`src/rtl/pool_stream.sv`:
```
// Streaming 2-D pooling over a raster-order pixel stream, per-column accumulator bank.
// Optional macro POOL_AVG_EN adds the average-pooling datapath selected by mode.
module pool_stream #(
    parameter int NUM_FEATURES = 3,
    parameter int DATA_WIDTH   = 8,
    parameter int IN_HEIGHT    = 25,
    parameter int IN_WIDTH     = 25,
    parameter int POOL_SIZE    = 2,
    localparam int OUT_HEIGHT  = IN_HEIGHT / POOL_SIZE,
    localparam int OUT_WIDTH   = IN_WIDTH / POOL_SIZE,
    localparam int OROW_W      = (OUT_HEIGHT > 1) ? $clog2(OUT_HEIGHT) : 1,
    localparam int OCOL_W      = (OUT_WIDTH > 1) ? $clog2(OUT_WIDTH) : 1
) (
    input  logic                                      clk,
    input  logic                                      rst_n,
    input  logic                                      start,
    input  logic                                      mode,
    input  logic                                      in_valid,
    output logic                                      in_ready,
    input  logic [NUM_FEATURES-1:0][DATA_WIDTH-1:0]   in_data,
    output logic                                      out_valid,
    input  logic                                      out_ready,
    output logic [NUM_FEATURES-1:0][DATA_WIDTH-1:0]   out_data,
    output logic [OROW_W-1:0]                         out_row,
    output logic [OCOL_W-1:0]                         out_col,
    output logic                                      busy,
    output logic                                      done
);

    localparam int LOG2P = $clog2(POOL_SIZE);
    localparam int ROW_W = (IN_HEIGHT > 1) ? $clog2(IN_HEIGHT) : 1;
    localparam int COL_W = (IN_WIDTH > 1) ? $clog2(IN_WIDTH) : 1;
`ifdef POOL_AVG_EN
    localparam int SH    = 2 * LOG2P;
    localparam int ACC_W = DATA_WIDTH + SH;
`else
    localparam int ACC_W = DATA_WIDTH;
`endif

    typedef enum logic [1:0] {IDLE, RUN, DRAIN} state_t;

    state_t                                 state_q, state_d;
    logic [ROW_W-1:0]                       row_q, row_d;
    logic [COL_W-1:0]                       col_q, col_d;
    logic                                   out_valid_q;
    logic [NUM_FEATURES-1:0][DATA_WIDTH-1:0] out_data_q;
    logic [OROW_W-1:0]                      out_row_q;
    logic [OCOL_W-1:0]                      out_col_q;
    logic [NUM_FEATURES-1:0][DATA_WIDTH-1:0] res_w;

    logic in_fire, out_fire, last_pix, in_win, win_first, win_last;
    logic [OROW_W-1:0] orow;
    logic [OCOL_W-1:0] ocol;

`ifdef POOL_AVG_EN
    logic mode_q, mode_d;
`else
    logic mode_unused;
    assign mode_unused = mode;
`endif

    assign in_ready  = (state_q == RUN) && (!out_valid_q || out_ready);
    assign in_fire   = in_valid && in_ready;
    assign out_fire  = out_valid_q && out_ready;
    assign last_pix  = (row_q == ROW_W'(IN_HEIGHT - 1)) && (col_q == COL_W'(IN_WIDTH - 1));
    assign in_win    = (int'(row_q) < OUT_HEIGHT * POOL_SIZE) && (int'(col_q) < OUT_WIDTH * POOL_SIZE);
    assign win_first = (row_q[LOG2P-1:0] == '0) && (col_q[LOG2P-1:0] == '0);
    assign win_last  = (&row_q[LOG2P-1:0]) && (&col_q[LOG2P-1:0]);
    assign orow      = OROW_W'(row_q >> LOG2P);
    assign ocol      = OCOL_W'(col_q >> LOG2P);

    assign out_valid = out_valid_q;
    assign out_data  = out_data_q;
    assign out_row   = out_row_q;
    assign out_col   = out_col_q;
    assign busy      = (state_q != IDLE);

    always_comb begin
        state_d = state_q;
        row_d   = row_q;
        col_d   = col_q;
        done    = 1'b0;
`ifdef POOL_AVG_EN
        mode_d  = mode_q;
`endif
        case (state_q)
            IDLE: begin
                if (start) begin
                    state_d = RUN;
                    row_d   = '0;
                    col_d   = '0;
`ifdef POOL_AVG_EN
                    mode_d  = mode;
`endif
                end
            end
            RUN: begin
                if (in_fire) begin
                    if (col_q == COL_W'(IN_WIDTH - 1)) begin
                        col_d = '0;
                        row_d = last_pix ? '0 : row_q + 1'b1;
                    end else begin
                        col_d = col_q + 1'b1;
                    end
                    if (last_pix) state_d = DRAIN;
                end
            end
            DRAIN: begin
                // Frame ends once the final pooled pixel has left the output register
                if (!out_valid_q || out_fire) begin
                    state_d = IDLE;
                    done    = 1'b1;
                end
            end
            default: state_d = IDLE;
        endcase
    end

    genvar gi;
    generate
        for (gi = 0; gi < NUM_FEATURES; gi++) begin : g_feat
            logic signed [ACC_W-1:0] acc_q [OUT_WIDTH];
            logic signed [ACC_W-1:0] samp;
            logic signed [ACC_W-1:0] comb_v;

            assign samp = ACC_W'($signed(in_data[gi]));
`ifdef POOL_AVG_EN
            assign comb_v    = mode_q ? (acc_q[ocol] + samp)
                                      : ((samp > acc_q[ocol]) ? samp : acc_q[ocol]);
            assign res_w[gi] = mode_q ? DATA_WIDTH'(comb_v >>> SH) : DATA_WIDTH'(comb_v);
`else
            assign comb_v    = (samp > acc_q[ocol]) ? samp : acc_q[ocol];
            assign res_w[gi] = DATA_WIDTH'(comb_v);
`endif

            always_ff @(posedge clk) begin
                if (in_fire && in_win)
                    acc_q[ocol] <= win_first ? samp : comb_v;
            end
        end
    endgenerate

    always_ff @(posedge clk or negedge rst_n) begin
        if (!rst_n) begin
            state_q     <= IDLE;
            row_q       <= '0;
            col_q       <= '0;
            out_valid_q <= 1'b0;
            out_data_q  <= '0;
            out_row_q   <= '0;
            out_col_q   <= '0;
`ifdef POOL_AVG_EN
            mode_q      <= 1'b0;
`endif
        end else begin
            state_q <= state_d;
            row_q   <= row_d;
            col_q   <= col_d;
`ifdef POOL_AVG_EN
            mode_q  <= mode_d;
`endif
            // in_ready guarantees the register is empty or draining when a window completes
            if (in_fire && in_win && win_last) begin
                out_valid_q <= 1'b1;
                out_data_q  <= res_w;
                out_row_q   <= orow;
                out_col_q   <= ocol;
            end else if (out_fire) begin
                out_valid_q <= 1'b0;
            end
        end
    end

endmodule

```
`config.mk`:
```
export PLATFORM = sky130hd
export DESIGN_NAME = pool_stream
export DESIGN_NICKNAME = d
export VERILOG_FILES = /design/src/rtl/pool_stream.sv
export SDC_FILE = /design/constraint.sdc
export NUM_CORES = 1
export LEC_CHECK = 0
export ABC_CLOCK_PERIOD_IN_PS = 4350
export CORE_MARGIN = 2
export CORE_UTILIZATION = 55
export DETAILED_ROUTE_END_ITERATION = 16
export PLACE_DENSITY_LB_ADDON = 0.12
export SLEW_MARGIN = 0
export SYNTH_ARGS = -nofsm -noshare
export SYNTH_HDL_FRONTEND = slang
export SYNTH_SLANG_ARGS = --single-unit
export TNS_END_PERCENT = 30
```
`constraint.sdc`:
```
create_clock -name clk -period 4.35 [get_ports clk]
set_input_delay 0.6525 -clock clk [delete_from_list [all_inputs] [get_ports clk]]
set_output_delay 0.6525 -clock clk [all_outputs]
set_load 0.005 [all_outputs]
```
Word level (Yosys, flattened, before mapping). Memories as Yosys holds them, arrays and structs flattened. Cells that the tools add are included.

Memories kept: 3. Input port bits: 30. Output and inout port bits: 36. Logic and storage cells: 74. Register bits: 45. RAM bits: 288.

Memories: g_feat[0].acc_q (words 12, width 8, read ports 1, clocked after Yosys merged registers in 0, wr ports 1, line 122) `logic signed [ACC_W-1:0] acc_q [OUT_WIDTH];`; g_feat[1].acc_q (words 12, width 8, read ports 1, clocked after Yosys merged registers in 0, wr ports 1, line 122); g_feat[2].acc_q (words 12, width 8, read ports 1, clocked after Yosys merged registers in 0, wr ports 1, line 122).

Add/sub/neg operators: 2. Bitwise gates (word level): 2. Reductions and logical operators: 19. $lt $le $gt $ge: 5. Muxes and demuxes: 25. Equality and inequality tests: 9.

Operators by type and width (count): two-way mux 8 bit (6); two-way mux 5 bit (6); > comparator 8 bit (3); one-hot mux 5 bit (2 select lines) (2); adder 5 x 1 -> 5 bit, second input constant (2); equality test 5 bit, second input constant (2); less-than comparator 5 bit, second input constant (2); logical AND 1 bit (9); two-way mux 2 bit (4); inequality test 2 bit, second input constant (4); AND reduction 4 bit (2); two-way mux 1 bit (6); one-hot mux 2 bit (3 select lines) (1); nonzero test 2 bit (3); AND reduction 3 bit (1); equality test 2 x 1 -> 1 bit, second input constant (1); equality test 2 bit, second input constant (1); zero test 2 bit (1); logical OR 1 bit (2); inequality test 2 x 1 -> 1 bit, second input constant (1); NOT 1 bit (2); zero test 1 bit (1).

Longest topological paths before layout. Gate-level depths: netlist of the first run.

Depth in word-level cells: 7. Depth in mapped cells: 13. Gate-level depth less buffers: 10.

Worst setup path before layout of the first run. No wires, ideal clock.

Path type: reg2reg. Start: reg col_q[1]. End: mem g_feat[2].acc_q[0][0] (netlist bit) (data pin). Path buffers: 2. Path slack: 0.507 ns. Required time: 4.076 ns. Cell stages (with the launch flop): 13. Period minus slack after synthesis: 3.843 ns. Arrival: 3.569 ns. Library setup time: 0.274 ns. Cells stage by stage: dfrtp_1 > buf_4 > buf_4 > mux4_2 > mux2i_1 > nor2_1 > a21oi_2 > ha_1 > a21o_1 > a2111oi_1 > o211ai_1 > a21oi_4 > mux2i_1.

Word-level cells in the longest chain between the ends: 4.

Ends and longest elaborated chain: from (decl) (line 44) `logic [COL_W-1:0] col_q, col_d;`; from (signal assigned) (line 158) `col_q <= col_d;`; memory read (12 x 8 bit) *; > comparator 8 bit (line 132) `assign comb_v = (samp > acc_q[ocol]) ? samp : acc_q[ocol];`; two-way mux 8 bit * (line 132); two-way mux 8 bit * (line 138) `acc_q[ocol] <= win_first ? samp : comb_v;`; to (decl) (line 122).

Mark *: on every way between the ends. The rest lies on a longest branch, timed or not.

Worst setup path in the final report of the first run.
Start: reg col_q[1]. End: mem g_feat[1].acc_q[4][5] (netlist bit) (data pin).

Word-level cells in the longest chain between the ends: 4.

Ends and longest elaborated chain (line): memory read (12 x 8 bit) *; > comparator 8 bit (132); two-way mux 8 bit * (132); two-way mux 8 bit * (138); to (decl) (122).

Marked as above.

==> results of run 1 <==
[critical path: stages, from the launching register on]
cell and delay, ns:
dfrtp_4 0.59, buf_12 0.25, mux4_2 0.52, mux2i_1 0.17
nor2_1 0.08, a21oi_2 0.20, ha_1 0.29, and4_1 0.23
nor2b_1 0.16, a211oi_1 0.56, nor3_4 0.07, buf_4 0.20
mux2i_1 0.63
[flip-flops by register name, indices dropped and copies added (netlist names)]
| register | flops |
|---|---|
| out_col | 4 |
| g_feat.acc_q | 288 |
| out_row | 4 |
| out_data | 24 |
| col_q | 5 |
| out_valid | 1 |
| row_q | 5 |
| state_q | 2 |
[layout make-up]
class	count	area (sq um)	area share, %
clock buffers	45	976	5.87
clock inverters	17	155	0.934
inverters	32	120	0.723
multi-input cells	391	4050	24.4
flip-flops and latches	333	9780	58.9
well taps	330	413	2.49
repair buffers	118	1120	6.72
[stage by stage]
step / hold slack (ns) / power (mW)
after floorplan: 0.357 / 7.80
after global placement: 0.460 / 9.13
after detailed placement: 0.464 / 9.34
after CTS: 0.268 / 12.3
after global routing: 0.307 / 13.1
final: 0.253 / 12.5
[cell usage in the layout (no fill, tap or decap), types with 4 or more instances in the layout]
cell / count
dfrtp_1: 42
mux2i_4: 5
nor2_1: 34
o21ai_0: 15
edfxtp_1: 288
o221ai_1: 24
ha_1: 26
buf_4: 48
mux2i_2: 15
inv_1: 32
nor3_2: 4
nand2_1: 61
a21oi_2: 21
nand4_1: 8
nand3_1: 6
buf_12: 6
mux2i_1: 28
clkinv_1: 9
clkdlybuf4s50_1: 63
nor2b_1: 4
mux4_2: 72
nor2_2: 9
nand2b_1: 6
a21oi_1: 6
clkbuf_1: 6
clkbuf_16: 37
[per-layer routing]
metal	up-vias	routed length, microns	track usage, %
met2	246	15600	39.7
met5	-	0	0
met1	3985	11800	29.7
met4	0	631	7.48
met3	50	1630	3.58
li1	3388	-	-
[power by group through the flow]
stage	Sequential (mW)	Combinational (mW)	Clock, mW
finish	4.90	4.68	2.93
global route	4.94	5.10	3.09
global placement	4.94	4.20	0
detailed placement	4.98	4.36	0
floorplan	4.81	2.99	0
CTS	4.92	4.42	2.98
[final timing paths]
| check | start | to | slack [ns] | depth (start not counted) |
|---|---|---|---|---|
| setup / recovery | col_q[1] | g_feat[1].acc_q[4][5] | 0.06 | 12 |
| hold / removal | rst_n | out_data[21] | 0.25 | 2 |
| setup reg to reg | col_q[1] | g_feat[1].acc_q[4][5] | 0.06 | 12 |
| hold reg to reg | out_col[0] | out_col[0] | 0.47 | 2 |
| max in group asynchronous | rst_n | col_q[1] | 3.60 | 2 |
| min in group clk | out_col[0] | out_col[0] | 0.47 | 2 |
[what timing repair did]
item / CTS / global route
hold buffers: 0 / 0
setup endpoints to repair: 36 / 252
gates cloned: 0 / 0
gates resized for setup: 4 / 21
buffers inserted: 0 / 2
pin swaps: 0 / 1
[cells by family (layout without fill, tap and decap cells)]
kind of cell	Yosys count	after routing	share of synthesized area (%)
fa+ha+maj	26	26	2.33
mux	120	120	15.0
buf+inv	70	212	2.21
flops	333	333	69.9
xor+xnor	3	3	0.188
simple gates	154	154	5.38
compound gates	88	88	4.93
==> metrics.md, run 1 <==
| Metric | Value |
|---|---|
| Dominant cells by area after synthesis | `edfxtp_1 (62%), mux4_2 (12%), dfrtp_1 (8.1%), mux2i_1 (3.4%), ha_1 (2.3%)` |
| First-pass GRT wire length | `45.4 mm` |
| Fillers | `1684` |
| Die height | `163 microns` |
| Combinational power share | `37.4%` |
| Clk pwr share | `23.4%` |
| Clk sink count | `333` |
| Area Growth Syn to Fin | `18.9%` |
| Post-synth cell types | `52` |
| Type of the worst setup path | `reg2reg` |
| Port Buffers | `64` |
| Post-synth top cells | `edfxtp_1 (288), mux4_2 (72), nand2_1 (61)` |
| Fin crit period | `4.29 ns` |
| Sequential fraction of the synthesis area | `69.9%` |
| NetSw | `4.05 mW` |
| Synthesized instance count | `794` |
| CTS buffer count | `35` |
| Clock transition at the registers of the reported paths | `0.06 ns` |
| Worst Path Required | `4.55 ns` |
| Total GRT Usage | `22.9%` |
| Post-synth top area share | `61.9%` |
| Die width | `163 microns` |
| Data arrival, critical path | `4.49 ns` |
| Pre-CTS setup slack | `-0.0492 ns` |
| Starting density of the core | `55.8%` |
| Net Sw Frac | `32.3%` |
| Peak Freq | `233 MHz` |
| Crit. End Element | `flop` |
| Starting DRT DRC Count | `577` |
| Post-Route Setup TNS | `0 ns` |
| Async S/R FF share, synth | `13.5%` |
| Final count of hold timing violations | `0` |
| Relative slew slack | `28.2%` |
| VDD IR max | `0.419 mV` |
| CP Max Fanout | `21` |
| Total gr overflow | `0` |
| Largest net degree at the start of global routing | `46` |
| CTS H-tree depth | `2` |
| Clk buf depth | `3` |
| Utilization after layout | `66.4%` |
| Max Cap Viol | `0` |
| Fin worst setup slack | `0.0576 ns` |
| Design area | `16600 sq um` |
| Root Driver | `clkbuf_16` |
| Inst Count DP | `1202` |
| Syn_nets | `850` |
| Routability cong. | `0.843` |
| Share of cells above drive strength 1 | `25.9%` |
| Post-Syn Area | `14000 sq um` |
| Number of synthesis warnings | `0` |
| Skew final | `0.0161 ns` |
| Post-Syn Area per Cell | `17.6 sq um` |
| EDFF count, synth | `288` |
| Cell accounting for the most synthesized area | `edfxtp_1` |
| Prevailing post-synth register cell | `edfxtp_1` |
| Layout Cells excl Fill | `1266` |
| Number of setup violations in the final report | `0` |
| Post-DP Area | `15300 sq um` |
| Site row count | `58` |
| Die Area | `26700 sq um` |
| Worst Setup Start Kind | `flop` |
| LEAKAGE | `5.77 nW` |
| Outcome | `finished, final reports clean` |
| Num ports | `66` |
| Power per cell area | `753 nW/um^2` |
| Antenna violations before repair | `0` |
| Power share of the sequential group | `39.2%` |
| Most frequent cell after synthesis | `edfxtp_1` |
| Clock Latency Late Sink | `0.52 ns` |
| CTS tree | `built` |
| Number of global-route vias before repair | `8069` |
| Core area | `25000 sq um` |
| Diodes inserted | `0` |
| Post-Route WL | `29.6 mm` |
| Via count | `7669` |
| Drt drc | `0` |
| Final period util | `98.7%` |
| ANT nets after route | `0` |
| Hold/Removal Path Class | `in2async` |
| FF+latch count, synth | `333` |
| Routed vias/inst | `6.06` |
| First-pass DRT Iterations | `5` |
| RSZ-0062 raised after global routing | `true` |
| Slew Viols, Final | `0` |
| Slew @ Worst Pin | `1.08 ns` |
| Wire per inst | `23.4 microns` |
| Nets | `967` |
| Cell Int Power | `8.46 mW` |
| Post-DP HPWL | `18.8 mm` |
(Power assumes the default switching activity.)
==> run 2, diff against run 1 <==
--- a/config.mk
+++ b/config.mk
@@ -6,10 +6,10 @@
 export NUM_CORES = 1
 export LEC_CHECK = 0
 export ABC_CLOCK_PERIOD_IN_PS = 4350
-export CORE_MARGIN = 2
+export CORE_MARGIN = 10
 export CORE_UTILIZATION = 55
 export DETAILED_ROUTE_END_ITERATION = 16
-export PLACE_DENSITY_LB_ADDON = 0.12
+export PLACE_DENSITY = 0.74
 export SLEW_MARGIN = 0
 export SYNTH_ARGS = -nofsm -noshare
 export SYNTH_HDL_FRONTEND = slang
==> metrics.md, run 2 (synthesized netlist as in run 1, its figures left out) <==
| Metric | Value |
|---|---|
| Wire per inst | `24.2 microns (+3.5%)` |
| Worst Setup Start Kind | `flop` |
| Hold/Removal Path Class | `in2async` |
| Largest net degree at the start of global routing | `34 (-26%)` |
| Site row count | `58 (unchanged)` |
| Number of setup violations in the final report | `25 (+25)` |
| Number of global-route vias before repair | `8191 (+1.5%)` |
| Type of the worst setup path | `reg2reg` |
| Area Growth Syn to Fin | `17.7%` |
| Routed vias/inst | `6.08 (+0.30%)` |
| CTS tree | `built` |
| Starting DRT DRC Count | `590 (+2.3%)` |
| CP Max Fanout | `16 (-24%)` |
| Hold_buf cts | `0 (unchanged)` |
| Starting density of the core | `55.7% (-0.16 points)` |
| Relative slew slack | `23.6% (-4.6 points)` |
| VDD IR max | `0.446 mV (+6.4%)` |
| Total GRT Usage | `18.9% (-4.0 points)` |
| Post-DP HPWL | `19.8 mm (+5.6%)` |
| Drt drc | `0 (unchanged)` |
| Root Driver | `clkbuf_16` |
| Via count | `7692 (+0.30%)` |
| Port Buffers | `64 (unchanged)` |
| Post-DP Area | `15400 sq um (+0.36%)` |
| Most common cell after layout, fill and taps aside | `edfxtp_1` |
| Post-Route Setup TNS | `-0.804 ns (-0.804 ns)` |
| Outcome | `complete, but fails checks` |
| Clock transition at the registers of the reported paths | `0.07 ns (about the same)` |
| Slew @ Worst Pin | `1.14 ns (+0.0647 ns)` |
| RSZ-0062 raised after global routing | `true` |
| Skew final | `0.0285 ns (+0.0124 ns)` |
| Slew Viols, Final | `0 (unchanged)` |
| Power per cell area | `736 nW/um^2 (-2.3%)` |
| ANT nets after route | `0 (unchanged)` |
| Failing checks | `setup timing` |
| Design area | `16400 sq um (-0.99%)` |
| Die height | `179 microns (+9.8%)` |
| CTS H-tree depth | `2 (unchanged)` |
| Die width | `179 microns (+9.8%)` |
| Final count of hold timing violations | `0 (unchanged)` |
| Worst Path Required | `4.55 ns (about the same)` |
| Largest register FFs | `288 (unchanged)` |
| Total gr overflow | `0 (unchanged)` |
| Pre-CTS setup slack | `0.0274 ns (+0.0765 ns)` |
| Crit. End Element | `flop` |
| First-pass DRT Iterations | `5 (unchanged)` |
| Clock Latency Late Sink | `0.51 ns (about the same)` |
| Commonest non-fill, non-tap cells in the layout | `edfxtp_1 (288), mux4_2 (72), clkdlybuf4s50_1 (63)` |
| Max Cap Viol | `0 (unchanged)` |
| Antenna violations before repair | `0 (unchanged)` |
| First-pass GRT wire length | `48.1 mm (+6.1%)` |
| Routability cong. | `0.849 (+0.71%)` |
| Final Power | `12.1 mW (-3.3%)` |
| LEAKAGE | `5.71 nW (-1.0%)` |
| Data arrival, critical path | `4.59 ns (+0.10 ns)` |
| Biggest register | `g_feat.acc_q` |
| CTS buffer count | `34 (-2.9%)` |
| Post-CTS Setup Bufs | `0 (unchanged)` |
| Diodes inserted | `0 (unchanged)` |
| Share of cells above drive strength 1 | `25.0% (-0.85 points)` |
| Clk buf depth | `3 (unchanged)` |
| Core area | `25100 sq um (+0.29%)` |
| Peak Freq | `228 MHz (-2.2%)` |
| Fin worst setup slack | `-0.0411 ns (-0.0987 ns)` |
| Final period util | `101% (+2.3 points)` |
| Nets | `968 (+0.10%)` |
| Die Area | `32200 sq um (+21%)` |
| Utilization after layout | `65.5% (-0.85 points)` |
| Post-Route WL | `30.7 mm (+3.5%)` |
| Num ports | `66 (unchanged)` |
| Clk sink count | `333 (unchanged)` |
| Fin crit period | `4.39 ns (+0.0987 ns)` |
-- run 2: cell count changes in the layout (fill, tap and decap cells not counted), sizes merged --
cell	previous run	this run
bufinv	3	0
clkbuf	45	42
buf	55	57
clkinvlp	1	3
clkinv	13	14
inv	32	33
-- run 2: layout make-up --
class / instances / area (sq um)
clock inverters: 18 / 92.6
flip-flops and latches: 333 / 9780
well taps: 330 / 413
fillers: 1716 / 8660
inverters: 32 / 120
repair buffers: 120 / 1140
clock buffers: 42 / 922
multi-input cells: 391 / 3980
-- run 2: through the flow --
| stage | hold WS, ns | std cells |
|---|---|---|
| global placement | 0.460 | 1206 |
| global route | 0.292 | 1266 |
| floorplan | 0.357 | 794 |
| CTS | 0.276 | 1266 |
| finish | 0.252 | 1266 |
| detailed placement | 0.463 | 1206 |
-- run 2: what timing repair did --
item                       CTS  global route
setup endpoints to repair    0           144
hold endpoints to repair     0             0
gates resized for setup      0            10
-- run 2: where the power goes --
group,leakage [nW],internal [mW],switching [mW],total (mW)
sequential,3.20,4.63,0.275,4.91
combinational,2.02,1.98,2.56,4.54
clock,0.495,1.51,1.15,2.65
-- run 2: layer usage --
layer | up-vias | part of all wire, % | GRT usage, % | routed length [microns]
met3 | 58 | 5.5 | 3.03 | 1700
met1 | 4004 | 40 | 24.0 | 12300
met4 | 0 | 2.1 | 5.13 | 659
li1 | 3377 | - | - | -
met5 | - | 0 | 0 | 0
met2 | 253 | 52 | 32.8 | 16000
-- run 2: path summary, 6_finish.rpt --
kind	from	to	slack, ns	cells past startpoint
max in group asynchronous	rst_n	col_q[2]	3.30	2
worst min register to register	out_col[3]	out_col[3]	0.47	2
min in group clk	out_col[3]	out_col[3]	0.47	2
worst min-delay path	rst_n	out_data[19]	0.25	1
worst max-delay path	col_q[1]	g_feat[2].acc_q[5][1]	-0.04	10
worst max register to register	col_q[1]	g_feat[2].acc_q[5][1]	-0.04	10
-- run 2: critical path, stage by stage, from the launching register on --
cell and delay (ns):
dfrtp_4 0.57, buf_12 0.21, buf_4 0.23, mux4_2 0.53
a21oi_2 0.23, ha_1 0.29, a2111oi_1 0.56, o211ai_1 0.32
a21oi_4 0.23, buf_4 0.19, mux2i_1 0.72
==> run 3, diff against run 2 <==
--- a/config.mk
+++ b/config.mk
@@ -5,11 +5,10 @@
 export SDC_FILE = /design/constraint.sdc
 export NUM_CORES = 1
 export LEC_CHECK = 0
-export ABC_CLOCK_PERIOD_IN_PS = 4350
 export CORE_MARGIN = 10
-export CORE_UTILIZATION = 55
+export CORE_UTILIZATION = 60
 export DETAILED_ROUTE_END_ITERATION = 16
-export PLACE_DENSITY = 0.74
+export PLACE_DENSITY = 0.79
 export SLEW_MARGIN = 0
 export SYNTH_ARGS = -nofsm -noshare
 export SYNTH_HDL_FRONTEND = slang
==> metrics.md, run 3 (synthesized netlist as in run 1, its figures left out) <==
| Metric | Value |
|---|---|
| Drt drc | `0 (unchanged)` |
| Biggest register | `g_feat.acc_q` |
| Number of setup violations in the final report | `0 (-100%)` |
| Skew final | `0.0208 ns (-0.00775 ns)` |
| Antenna violations before repair | `0 (unchanged)` |
| Wire per inst | `24.5 microns (+0.87%)` |
| Share of cells above drive strength 1 | `24.8% (-0.22 points)` |
| Worst Setup Start Kind | `flop` |
| RSZ-0062 raised after global routing | `true` |
| Data arrival, critical path | `4.35 ns (-0.24 ns)` |
| Routability cong. | `0.911 (+7.2%)` |
| CP cell instances | `buf_12, mux4_2, mux2i_1, nor2_1, a21oi_2, ha_1, and4_1, nor2b_1, a211oi_1, buf_4, nor3_4, buf_4, mux2i_1` |
| Critical path's largest stage delay | `0.63 ns (-0.09 ns)` |
| WHS | `0.364 ns (+0.112 ns)` |
| Max Cap Viol | `0 (unchanged)` |
| Port Buffers | `64 (unchanged)` |
| Crit. End Element | `flop` |
| Starting DRT DRC Count | `768 (+30%)` |
| Final period util | `95.6% (-5.3 points)` |
| Design area | `16500 sq um (+0.15%)` |
| Fillers | `1319 (-23%)` |
| ANT nets after route | `0 (unchanged)` |
| Die width | `173 microns (-3.8%)` |
| Pre-CTS setup slack | `0.140 ns (+0.113 ns)` |
| Core area | `22800 sq um (-9.3%)` |
| Die height | `173 microns (-3.8%)` |
| Worst Path Required | `4.55 ns (about the same)` |
| LEAKAGE | `5.72 nW (about the same)` |
| Number of global-route vias before repair | `8190 (-0.012%)` |
| Post-Route WL | `30.4 mm (-1.0%)` |
| VDD IR max | `0.549 mV (+23%)` |
| Root Driver | `clkbuf_16` |
| Fin worst setup slack | `0.190 ns (+0.231 ns)` |
| Site row count | `55 (-5.2%)` |
| Final count of hold timing violations | `0 (unchanged)` |
| First-pass GRT wire length | `47.7 mm (-0.83%)` |
| Slew @ Worst Pin | `1.16 ns (+0.0152 ns)` |
| Clock Latency Late Sink | `0.52 ns (about the same)` |
| Critical-path top delay cell | `mux2i_1` |
| Num ports | `66 (unchanged)` |
| Peak Freq | `240 MHz (+5.6%)` |
| Die Area | `29800 sq um (-7.4%)` |
| Post-DP Area | `15300 sq um (-0.59%)` |
| Via count | `7742 (+0.65%)` |
| CTS H-tree depth | `2 (unchanged)` |
| Nets | `958 (-1.0%)` |
| CTS tree | `built` |
| Largest net degree at the start of global routing | `46 (+35%)` |
| Reg area | `9780 sq um (unchanged)` |
| CTS buffer count | `35 (+2.9%)` |
| Total GRT Usage | `20.3% (+1.5 points)` |
| Starting density of the core | `61.4% (+5.7 points)` |
| Routed vias/inst | `6.23 (+2.6%)` |
| Slew Viols, Final | `0 (unchanged)` |
| CP Max Fanout | `43 (+27)` |
| Clk buf depth | `3 (unchanged)` |
| Largest register FFs | `288 (unchanged)` |
| Type of the worst setup path | `reg2reg` |
| Fin crit period | `4.16 ns (-0.231 ns)` |
| Relative slew slack | `22.8% (-0.73 points)` |
| Total gr overflow | `0 (unchanged)` |
| First-pass DRT Iterations | `5 (unchanged)` |
| Commonest non-fill, non-tap cells in the layout | `edfxtp_1 (288), mux4_2 (72), clkdlybuf4s50_1 (63)` |
| Clk sink count | `333 (unchanged)` |
| Hold/Removal Path Class | `in2async` |
| Post-DP HPWL | `18.8 mm (-5.2%)` |
| Area Growth Syn to Fin | `17.9%` |
| Hold_buf cts | `0 (unchanged)` |
| Clock transition at the registers of the reported paths | `0.06 ns (about the same)` |
| Most common cell after layout, fill and taps aside | `edfxtp_1` |
| Power per cell area | `744 nW/um^2 (+1.2%)` |
| Area taken by multi-input logic gates | `3990 sq um (+0.25%)` |
| Outcome | `finished, final reports clean` |
run 3: cell types whose count changed in the layout (fill, tap and decap cells not counted), sizes merged:
| cell | previous run | this run |
|---|---|---|
| buf | 57 | 46 |
| bufinv | 0 | 3 |
| clkinv | 14 | 15 |
| clkinvlp | 3 | 2 |
| diode | 0 | 1 |
run 3: timing repair:
action,4_1_cts,5_1_grt
resized for setup,0,14
hold endpoints to repair,0,0
buffers inserted,0,0
endpoints found under the setup margin,0,228
run 3: metal layers:
metal | routed length, microns | track usage, %
met5 | 0 | 0
met3 | 1910 | 3.25
met4 | 739 | 7.00
met2 | 15600 | 34.1
met1 | 12100 | 26.6
run 3: area by class of cell:
class                           count  share of cell area, %
Timing Repair Buffer              109                   6.52
Multi-Input combinational cell    391                   24.2
Sequential cell                   333                   59.4
Clock inverter                     21                   1.18
Inverter                           32                  0.729
Tap cell                          313                   2.38
Clock buffer                       42                   5.60
Antenna cell                        1                 0.0152
run 3: final timing paths:
path | slack (ns) | cells after the start | startpoint | endpoint
setup / recovery | 0.19 | 13 | col_q[1] | g_feat[1].acc_q[10][4]
hold / removal | 0.36 | 1 | rst_n | state_q[0]
setup reg to reg | 0.19 | 13 | col_q[1] | g_feat[1].acc_q[10][4]
hold reg to reg | 0.47 | 2 | out_row[2] | out_row[2]
max in group asynchronous | 3.14 | 1 | rst_n | col_q[2]
min in group clk | 0.47 | 2 | out_row[2] | out_row[2]
run 3: power breakdown:
| part | switching [mW] | internal (mW) | total, mW |
|---|---|---|---|
| clock network | 1.21 | 1.70 | 2.91 |
| registers | 0.249 | 4.64 | 4.89 |
| logic | 2.56 | 1.91 | 4.46 |
| total | 4.01 | 8.25 | 12.3 |
run 3: per-stage QoR:
| step | utilization (%) | std cells | power (mW) | setup TNS, ns |
|---|---|---|---|---|
| CTS | 72.1 | 1241 | 12.2 | 0 |
| finish | 72.3 | 1242 | 12.3 | 0 |
| floorplan | - | 794 | 7.80 | 0 |
| detailed placement | 67.2 | 1178 | 9.28 | 0 |
| global placement | 67.2 | 1178 | 9.03 | 0 |
| global route | 72.3 | 1241 | 12.9 | -9.55 |
run 3: critical path: cells and delay by family (launching register included):
family / cells / cell delay (ns)
compound gates: 2 / 0.37
buf+inv: 3 / 0.70
mux: 3 / 1.41
simple gates: 4 / 0.49
fa+ha+maj: 1 / 0.28
flops: 1 / 0.53
==> patch: new RTL, settings of run 3 <==
Re-encode `state_t` (3 states) as one-hot, 3 bits wide.
--- a/src/rtl/pool_stream.sv
+++ b/src/rtl/pool_stream.sv
@@ -39,3 +39,3 @@
 
-    typedef enum logic [1:0] {IDLE, RUN, DRAIN} state_t;
+    typedef enum logic [2:0] {IDLE = 3'b001, RUN = 3'b010, DRAIN = 3'b100} state_t;
 
Function: no difference found for any inputs over 10 cycles, from zero or initial values and one cycle with rst_n low; not proved beyond that.
==> patch against run 3 <==
  * Synthesized cell count grew 0.76%
  * Sequential cell count grew 1
  * First-iteration DRC count grew 24%
  * Worst setup slack gained 0.017 ns
  * Wire length grew 8.8%
  * Core utilization grew 1.3 points
  * Final area grew 1.8%
  * Area after synthesis is essentially flat
Power is not compared: it rests on default switching activity, and its combinational part moved more than twofold at a synthesized area within 25%.
==> patch: results (changes against run 3) <==
[detailed_routing]
viasPerCell = 6.39  ; +2.6%
wl_met2_um = 16600  ; +6.8%
drt-total-wl_um = 33000  ; +8.8%
wirelength_met1_um = 12500  ; +2.7%
firstDrtPassIters = 9  ; +4
avgRoutedWirePerCell_um = 25.8  ; +5.6%
first_iter_violations = 951  ; +24%

[cells_and_area]
buf_share = 0.0769  ; +0.0118
sh_seq_area = 0.585  ; -0.00916
n_all_inverters = 34  ; +6.3%
multi_input_area_share = 0.242  ; +0.000573
clk_share = 0.0650  ; -0.00292
clkbuf_count = 41  ; -2.4%
diodes = 0  ; -1
fin_nets = 997  ; +4.1%
buffers = 144  ; +32%
multi_input_cells = 396  ; +1.3%

[setup_path]
critPathArrivalTime_ns = 4.42  ; +0.07 ns
crit_slowest_cell = dfrtp_4
cp_max_fo = 12  ; -72%

[grt]
grt_max_degree = 47  ; +2.2%
grt_util_met2 = 0.356  ; +0.0150
globalRouteTotalUtil = 0.213  ; +0.00993
use_met3 = 0.0486  ; +0.0161
grt_first_pass_wirelength_um = 49800  ; +4.3%
grt_pass1_vias = 8499  ; +3.8%
met1_usage = 0.272  ; +0.00561

[logic_synthesis]
synth-adder-area-share = 0.0233  ; about the same
syn_nets = 856  ; +0.71%
synth_compound_area_frac = 0.0447  ; -0.00457
yosys_register_bits = 334  ; +0.30%
synth_common_cells = edfxtp_1, mux4_2, nand2_1, mux2i_1, dfrtp_1
synthMuxAreaShare = 0.151  ; +0.000689
syn_area_per_cell_sq_um = 17.5  ; -0.73%
synth_edf_count = 288  ; unchanged
yosys-top-cells-area = edfxtp_1, mux4_2, dfrtp_1
synth-async-reset-ratio = 0.138  ; +0.00259
synthXorXnorAreaFrac = 0.00251  ; +0.000626
ys_seq_area_frac = 0.701  ; +0.00175

[sta]
timing.hold.ws_ns = 0.218  ; -0.146 ns
relSlewSlack = 0.171  ; -0.0568
worst_slack_ns = 0.207  ; +0.0167 ns

[cts]
worstSkewPairLatency_ns = 0.56  ; +0.04 ns

[placement]
globalplace.congestion = 0.919  ; +0.97%
placedCellCount = 1218  ; +3.4%
dp_worst_setup_slack_ns = -0.00674  ; -0.147 ns

[outcome]
outcome = finished clean

[patch: cell count changes in the layout (fill, tap and decap cells not counted), sizes merged, moves of 4 or more]
cell    before  now
buf         46   81
clkinv      15    7
nand2       61   56
nand3        6   10
[patch: what timing repair did]
action	in CTS	in global routing
endpoints found under the setup margin	131	248
endpoints found under the hold margin	0	0
buffers inserted	0	3
gates resized for setup	6	22
pin swaps	0	1
[patch: per-stage QoR]
stage	area [sq um]	TNS, ns
2_1_floorplan	14000	0
3_3_place_gp	15500	0
3_5_place_dp	15500	-0.0779
4_1_cts	16600	-3.25
5_1_grt	16800	-0.964
6_report	16800	0
[patch: worst reg2reg max path, delay by kind of cell, from the launching register on]
kind                       cells  cell delay [ns]
AOI/OAI and AO/OA              4             1.06
adders and majority gates      1             0.19
buffers and inverters          2             0.41
DFF                            1             0.62
muxes                          3             1.28
and+or+nand+nor                2             0.32
